File: config.mk
export PLATFORM = sky130hd
export DESIGN_NAME = skin_bin_frame
export DESIGN_NICKNAME = d
export VERILOG_FILES = /design/src/rtl/skin_bin_pkg.sv /design/src/rtl/skin_window_cmp.sv /design/src/rtl/skin_bin_frame.sv
export SDC_FILE = /design/constraint.sdc
export NUM_CORES = 1
export LEC_CHECK = 0
export CAP_MARGIN = 25
export CORE_MARGIN = 4
export CORE_UTILIZATION = 55
export CTS_CLUSTER_SIZE = 28
export DETAILED_ROUTE_END_ITERATION = 8
export PLACE_DENSITY = 0.79
export SYNTH_ARGS = -nofsm -noshare
export SYNTH_HDL_FRONTEND = slang
export SYNTH_SLANG_ARGS = --single-unit
File: constraint.sdc
create_clock -name clk -period 4.7 [get_ports clk]
set_input_delay 1.175 -clock clk [delete_from_list [all_inputs] [get_ports clk]]
set_output_delay 1.175 -clock clk [all_outputs]
set_load 0.1 [all_outputs]
File: src/rtl/skin_bin_pkg.sv
// Shared constants for the Cb/Cr skin binariser: threshold register map and
// power-up window defaults.
package skin_bin_pkg;

  localparam logic [1:0] CFG_CB_MIN = 2'd0;
  localparam logic [1:0] CFG_CB_MAX = 2'd1;
  localparam logic [1:0] CFG_CR_MIN = 2'd2;
  localparam logic [1:0] CFG_CR_MAX = 2'd3;

  localparam int unsigned DEF_CB_MIN = 77;
  localparam int unsigned DEF_CB_MAX = 127;
  localparam int unsigned DEF_CR_MIN = 133;
  localparam int unsigned DEF_CR_MAX = 173;

  localparam int unsigned NUM_THR = 4;

  function automatic int unsigned def_thresh(input logic [1:0] addr);
    int unsigned val;
    case (addr)
      CFG_CB_MIN: val = DEF_CB_MIN;
      CFG_CB_MAX: val = DEF_CB_MAX;
      CFG_CR_MIN: val = DEF_CR_MIN;
      default:    val = DEF_CR_MAX;
    endcase
    return val;
  endfunction

endpackage

File: src/rtl/skin_window_cmp.sv
// Registered inclusive window compare lo <= x <= hi (unsigned). An inverted
// window (lo > hi) can never satisfy both halves, so it never matches.
module skin_window_cmp #(
  parameter int DATA_W = 8
) (
  input  logic              clk,
  input  logic              rst_n,
  input  logic [DATA_W-1:0] x,
  input  logic [DATA_W-1:0] lo,
  input  logic [DATA_W-1:0] hi,
  output logic              in_win
);

  logic ge_lo_q, ge_lo_d;
  logic le_hi_q, le_hi_d;

  always_comb begin
    ge_lo_d = (x >= lo);
    le_hi_d = (x <= hi);
  end

  always_ff @(posedge clk) begin
    if (!rst_n) begin
      ge_lo_q <= 1'b0;
      le_hi_q <= 1'b0;
    end else begin
      ge_lo_q <= ge_lo_d;
      le_hi_q <= le_hi_d;
    end
  end

  assign in_win = ge_lo_q & le_hi_q;

endmodule

File: src/rtl/skin_bin_frame.sv
// Cb/Cr skin binariser: 2-cycle mask pipeline with matched syncs, shadowed
// thresholds committed on the input frame edge, and a per-frame skin counter.
module skin_bin_frame
  import skin_bin_pkg::*;
#(
  parameter int DATA_W      = 8,
  parameter int OUT_W       = 8,
  parameter int CNT_W       = 22,
  parameter int VS_ACT_HIGH = 1
) (
  input  logic              clk,
  input  logic              rst_n,
  input  logic [DATA_W-1:0] cb,
  input  logic [DATA_W-1:0] cr,
  input  logic              de_in,
  input  logic              hsync_in,
  input  logic              vsync_in,
  input  logic              cfg_wr,
  input  logic [1:0]        cfg_addr,
  input  logic [DATA_W-1:0] cfg_data,
  output logic              cfg_pending,
  output logic [OUT_W-1:0]  bin_out,
  output logic              de_out,
  output logic              hsync_out,
  output logic              vsync_out,
  output logic [CNT_W-1:0]  skin_count,
  output logic              count_valid
);

  localparam logic [CNT_W-1:0] ACC_MAX = {CNT_W{1'b1}};

  // Threshold registers: shadow takes writes, active drives the comparators.
  logic [DATA_W-1:0] sh_q  [NUM_THR];
  logic [DATA_W-1:0] sh_d  [NUM_THR];
  logic [DATA_W-1:0] act_q [NUM_THR];
  logic [DATA_W-1:0] act_d [NUM_THR];
  logic              pend_q, pend_d;

  logic vs_act_in, vs_in_prev_q, frame_in;
  logic vs_act_out, vs_out_prev_q, frame_out;

  logic cb_ok, cr_ok;
  logic de_s1_q, hs_s1_q, vs_s1_q;
  logic match_s2_q, match_s2_d;
  logic [OUT_W-1:0] bin_q, bin_d;
  logic de_out_q, hs_out_q, vs_out_q;

  logic [CNT_W-1:0] acc_q, acc_d;
  logic [CNT_W-1:0] skin_count_q, skin_count_d;
  logic             count_valid_q, count_valid_d;

  assign vs_act_in  = (VS_ACT_HIGH != 0) ? vsync_in : ~vsync_in;
  assign frame_in   = vs_act_in & ~vs_in_prev_q;
  assign vs_act_out = (VS_ACT_HIGH != 0) ? vs_out_q : ~vs_out_q;
  assign frame_out  = vs_act_out & ~vs_out_prev_q;

  // A write coincident with the commit lands in shadow only, so the commit
  // copies the pre-write shadow and the write stays pending.
  always_comb begin
    sh_d   = sh_q;
    act_d  = act_q;
    pend_d = pend_q;
    if (frame_in) begin
      act_d  = sh_q;
      pend_d = 1'b0;
    end
    if (cfg_wr) begin
      sh_d[cfg_addr] = cfg_data;
      pend_d         = 1'b1;
    end
  end

  always_ff @(posedge clk) begin
    if (!rst_n) begin
      for (int i = 0; i < NUM_THR; i++) begin
        sh_q[i]  <= DATA_W'(def_thresh(2'(i)));
        act_q[i] <= DATA_W'(def_thresh(2'(i)));
      end
      pend_q <= 1'b0;
    end else begin
      sh_q   <= sh_d;
      act_q  <= act_d;
      pend_q <= pend_d;
    end
  end

  skin_window_cmp #(.DATA_W(DATA_W)) u_cb_cmp (
    .clk    (clk),
    .rst_n  (rst_n),
    .x      (cb),
    .lo     (act_q[CFG_CB_MIN]),
    .hi     (act_q[CFG_CB_MAX]),
    .in_win (cb_ok)
  );

  skin_window_cmp #(.DATA_W(DATA_W)) u_cr_cmp (
    .clk    (clk),
    .rst_n  (rst_n),
    .x      (cr),
    .lo     (act_q[CFG_CR_MIN]),
    .hi     (act_q[CFG_CR_MAX]),
    .in_win (cr_ok)
  );

  always_comb begin
    match_s2_d = cb_ok & cr_ok & de_s1_q;
    bin_d      = {OUT_W{match_s2_d}};
  end

  always_ff @(posedge clk) begin
    if (!rst_n) begin
      de_s1_q       <= 1'b0;
      hs_s1_q       <= 1'b0;
      vs_s1_q       <= 1'b0;
      match_s2_q    <= 1'b0;
      bin_q         <= '0;
      de_out_q      <= 1'b0;
      hs_out_q      <= 1'b0;
      vs_out_q      <= 1'b0;
      vs_in_prev_q  <= 1'b0;
      vs_out_prev_q <= 1'b0;
    end else begin
      de_s1_q       <= de_in;
      hs_s1_q       <= hsync_in;
      vs_s1_q       <= vsync_in;
      match_s2_q    <= match_s2_d;
      bin_q         <= bin_d;
      de_out_q      <= de_s1_q;
      hs_out_q      <= hs_s1_q;
      vs_out_q      <= vs_s1_q;
      vs_in_prev_q  <= vs_act_in;
      vs_out_prev_q <= vs_act_out;
    end
  end

  // A pixel matching on the report cycle opens the new frame's tally.
  always_comb begin
    acc_d         = acc_q;
    skin_count_d  = skin_count_q;
    count_valid_d = 1'b0;
    if (frame_out) begin
      skin_count_d  = acc_q;
      count_valid_d = 1'b1;
      acc_d         = CNT_W'(match_s2_q);
    end else if (match_s2_q && (acc_q != ACC_MAX)) begin
      acc_d = acc_q + CNT_W'(1);
    end
  end

  always_ff @(posedge clk) begin
    if (!rst_n) begin
      acc_q         <= '0;
      skin_count_q  <= '0;
      count_valid_q <= 1'b0;
    end else begin
      acc_q         <= acc_d;
      skin_count_q  <= skin_count_d;
      count_valid_q <= count_valid_d;
    end
  end

  assign cfg_pending = pend_q;
  assign bin_out     = bin_q;
  assign de_out      = de_out_q;
  assign hsync_out   = hs_out_q;
  assign vsync_out   = vs_out_q;
  assign skin_count  = skin_count_q;
  assign count_valid = count_valid_q;

endmodule

* Word level (Yosys, flattened, before mapping) *
Index checks and enable logic that the tools add are counted.

storage, ports and cells
  register bits = 123
  bits of input ports = 32
  output and inout bits = 35

cells by class
  add/subtract/negate cells = 1
  magnitude comparators = 6
  equality and inequality tests = 1
  muxes and demuxes = 8
  bitwise gates (word level) = 10
  reductions and logical operators = 5

operators by type and width
  operator                 count
  $bwmux W32               1
  $add A22 B1 Y22 const B  1
  $ne A22 B22 Y1 const B   1
  $demux W8 S2             1
  $ge A8 B8 Y1             2
  $le A8 B8 Y1             2
  $mux W8                  1
  $and A1 B1 Y1            6
  $mux W1                  5
  $reduce_bool A2 Y1       2
  $ge A3 B3 Y1 const B     1
  $lt A3 B1 Y1 const B     1
  $not A1 Y1               3
  $not A2 Y3               1
  $logic_and A1 B1 Y1      2
  $reduce_or A2 Y1         1

* Logic depth before layout (Yosys ltp) *
  depth in word-level cells = 6
  depth in mapped cells = 8

* Cells and area by module *
Synthesis repeated with hierarchy kept, for this count alone.

second synthesis, totals
  cell total of the unflattened synthesis = 652
  area total of the unflattened synthesis = 5539.1 µm²

by module, submodules not included
  module           instances  cells an instance  area each (µm²)
  skin_bin_frame   1          538                4655.7
  skin_window_cmp  2          57                 441.7

* Least setup slack after synthesis *
No wires, ideal clock.

  kind = in2reg
  from = input cb[0]
  to = register u_cb_cmp.ge_lo_q
  arrival time = 2279 ps
  required time = 4580 ps
  path slack = 2301 ps
  stages on the path = 7
  path buffers = 0
  cells stage by stage = inv_1 > ha_1 > nand2b_1 > a21o_1 > a211oi_1 > nor3_1 > o31a_1

between the ends
  cells in the longest elaborated chain, start to end = 1

ends and longest elaborated chain
  what                    RTL line               text
  start: declaration      skin_bin_frame.sv:13   input logic [DATA_W-1:0] cb,
  $ge A8 B8 Y1            skin_window_cmp.sv:18  ge_lo_d = (x >= lo);
  end signal: assignment  skin_window_cmp.sv:27  ge_lo_q <= ge_lo_d;
  end: declaration        skin_window_cmp.sv:14  logic ge_lo_q, ge_lo_d;

Every way passes these cells.
A chain may end at the register's enable or synchronous reset.

* Worst setup path after layout *
  from = register, netlist name bin_out[0]
  to = output bin_out[5]

RTL lines
  what              RTL line              text
  end: declaration  skin_bin_frame.sv:22  output logic [OUT_W-1:0] bin_out,

No word-level cell between the ends.

==> summary.md <==
| Metric | Value |
|---|---|
| Status | `finished, final reports clean` |
| Total wire length | `11900 um` |
| DRT Pass-1 Iters | `5` |
| Netlist cell types | `44` |
| Net Sw Frac | `22.8%` |
| Worst R2R Path Depth | `4` |
| Largest net degree at the start of global routing | `102` |
| Hold Crit Class | `reg -> reg` |
| DR vias | `4500` |
| DRT met1 WL | `5340 um` |
| Sw power | `0.597 mW` |
| # rows | `36` |
| Crit path buf inv count | `1` |
| Max incr delay on CP | `1270 ps` |
| Total global-route track usage | `22.3%` |
| Peak Freq | `271 MHz` |
| H-tree levels | `4` |
| CP Data Required Time | `3520 ps` |
| Post-route ant nets | `0` |
| Gp weighted congestion | `0.836` |
| Cell Area, Synth | `5440 um^2` |
| Worst-skew pair later-pin latency | `520 ps` |
| Met2 wire len | `5650 um` |
| Worst Path Max Fanout | `19` |
| GRT overflow | `0` |
| Detail-routed net length per standard cell | `14.3 um` |
| Post-layout util | `69.3%` |
| Skew final | `6.59 ps` |
| Global-route wire length before repair | `20500 um` |
| Max Cap Violations | `0` |
| Die Area | `11500 um^2` |
| Initial antenna violation count | `0` |
| Initial core utilization | `56.1%` |
| Dpl hpwl | `8260 um` |
| DRT iter0 DRCs | `290` |
| Startpoint types | `flop` |
| Worst Path Class, Setup | `reg -> out` |
| Register area share after synthesis | `44.9%` |
| # clock sinks | `122` |
| Share of post-route cells with drive strength above 1 | `6.56%` |
| Setup TNS | `0 ps` |
| Internal cell power | `2.03 mW` |
| Die span in x | `107 um` |
| Worst path depth | `1` |
| Vias per inst | `5.40` |
| PostCTS Resize Cnt | `0` |
| Max layer used | `met4` |
| Syn Nets | `708` |
| Comb pwr share | `7.5%` |
| Slew HR | `33.7%` |
| CTS tree | `done` |
| Final count of negative-setup-slack endpoints | `0` |
| Ant diodes | `0` |
| PwrDens | `391 nW/um^2` |
| Tcrit/Tclk final | `78.6%` |
| Worst hold slack | `430 ps` |
| Clk pwr share | `51.3%` |
| IO Count | `67` |
| RSZ-0062 raised after global routing | `false` |
| Clk root buf | `clkbuf_8` |
| CP arrival | `2520 ps` |
| DR DRC count | `0` |
| Met3 wire len | `760 um` |
| Worst path top cell family by delay | `buffers and inverters` |
| Die Height | `107 um` |
| Yosys warns | `0` |
| Hold buffers post-CTS | `0` |
| Yosys reg bits | `122` |
| Worst-margin pin slew | `992 ps` |
| Non-filler cells, final | `834` |
| Worst-path clk slew | `60 ps` |
| Critical path capture point type | `output port` |
| Port Buffers | `66` |
| Worst path slowest cell | `clkdlybuf4s50_1` |
| Post-CTS Setup Bufs | `0` |
| Cells after DPL | `802` |
| Worst Hold Depth | `1` |
| Vias in the first global route | `4386` |
| Final hold vios | `0` |
| Syn Area/Cell | `8.46 um^2` |
| Critical-path cell list | `clkdlybuf4s50_1` |
| Final #Nets | `753` |
| Fin. max-slew vios | `0` |
| Final min period | `3690 ps` |
| Cts bufs inserted | `17` |
| Sequential power share | `41.2%` |
| Leakage | `2.62 nW` |
| Synthesized netlist cell count | `643` |
| Max Buffers Root-to-Sink | `2` |
| Peak VDD IR | `0.297 mV` |
| Core area | `9680 um^2` |
| Area Overhead vs Synth | `23.5%` |
==> layer usage <==
layer / global-route usage, % / vias to the layer above
met3: 6.66 / 18
met5: 0 / -
met2: 36.3 / 133
met1: 28.3 / 2101
met4: 7.30 / 0
li1: - / 2248
==> layout make-up <==
cell class	count	area, um^2
fill	751	2970
multi-input combinational	443	2670
sequential	122	2440
timing repair buffer	70	686
clock buffer	18	428
clock inverter	14	195
tap	133	166
inverter	34	128
==> state kept, by name, summed over array words and instances (netlist names), 22 cells and up <==
signal and cells:
skin_count 22, acc_q 22, act_q 32, sh_q 32
==> power groups by stage <==
stage / sequential (mW) / clock, mW / combinational [mW]
4_1_cts: 1.08 / 1.37 / 0.197
2_1_floorplan: 1.11 / 0 / 0.114
3_3_place_gp: 1.10 / 0 / 0.184
3_5_place_dp: 1.10 / 0 / 0.194
6_report: 1.08 / 1.35 / 0.196
5_1_grt: 1.08 / 1.42 / 0.219
==> final timing paths <==
kind | startpoint | to | slack (ps)
worst max-delay path | bin_out[0]$_SDFF_PN0_ | bin_out[5] | 1010
worst min-delay path | hs_s1_q$_SDFF_PN0_ | hsync_out$_SDFF_PN0_ | 430
worst max register to register | vs_out_prev_q$_SDFF_PN0_ | acc_q[10]$_SDFFE_PP0P_ | 2500
worst min register to register | hs_s1_q$_SDFF_PN0_ | hsync_out$_SDFF_PN0_ | 430
==> synth_stat cells (all sizes together) <==
master  count  area [um^2]
buf        13         85.1
ha         33          413
o31ai       2         15.0
dfxtp     122         2440
and3        4         26.3
a21oi      19         98.9
clkbuf     31          116
o211ai     18          135
nand2     160          601
a21boi     45          338
xor2        3         26.3
or4b        1         10.0
nor4        3         18.8
nor4b       2         23.8
or4         3         22.5
a41o        1         11.3
nand3      28          140
nand4      13         96.3
nor3b       1         7.51
mux2i       9         90.1
o22ai       2         12.5
o31a        2         17.5
and2       12         75.1
or2         3         18.8
o21ai       6         30.0
nor2       25         93.8
nor2b      11         68.8
nand2b      4         25.0
a21o        5         38.8
a31oi       1         6.26
nor3        7         35.0
a211oi      3         22.5
inv        34          128
and4        4         35.0
xnor2      13          114
==> placed cells by master (no fill, tap or decap), types with 3 or more instances in the layout <==
cell type / instances
clkdlybuf4s50_1: 65
nand2b_1: 4
nor4_1: 3
mux2i_1: 9
clkinvlp_4: 4
nand3_1: 28
and3_1: 3
ha_1: 33
nor2b_1: 10
bufinv_16: 4
nand2_1: 160
inv_1: 34
or4_1: 3
a211oi_1: 3
and2_1: 12
buf_4: 4
nor3_1: 7
a21oi_1: 18
and4_1: 4
o21ai_0: 5
clkbuf_16: 16
nor2_1: 25
o211ai_1: 18
nand4_1: 12
xor2_1: 3
a21boi_0: 45
xnor2_1: 13
dfxtp_1: 122
a21o_1: 4
==> cells by family (layout without fill, tap and decap cells) <==
kind of cell,Yosys count,in the layout,synth area share [%]
and+or+nand+nor,281,281,23.9
DFF,122,122,44.9
AOI/OAI and AO/OA,104,104,13.3
buffers and inverters,78,136,6.05
adders and majority gates,33,33,7.59
xor gates and xnor gates,16,16,2.58
muxes,9,9,1.66
==> metrics by stage <==
stage / worst slack, ps / instance area [um^2] / power (mW)
2_1_floorplan: 2300 / 5440 / 1.22
6_report: 1010 / 6710 / 2.62
3_5_place_dp: 1530 / 6090 / 1.30
3_3_place_gp: 1610 / 6090 / 1.29
4_1_cts: 982 / 6710 / 2.65
5_1_grt: 870 / 6710 / 2.72
Note: power is estimated with default switching activity, not from simulation.
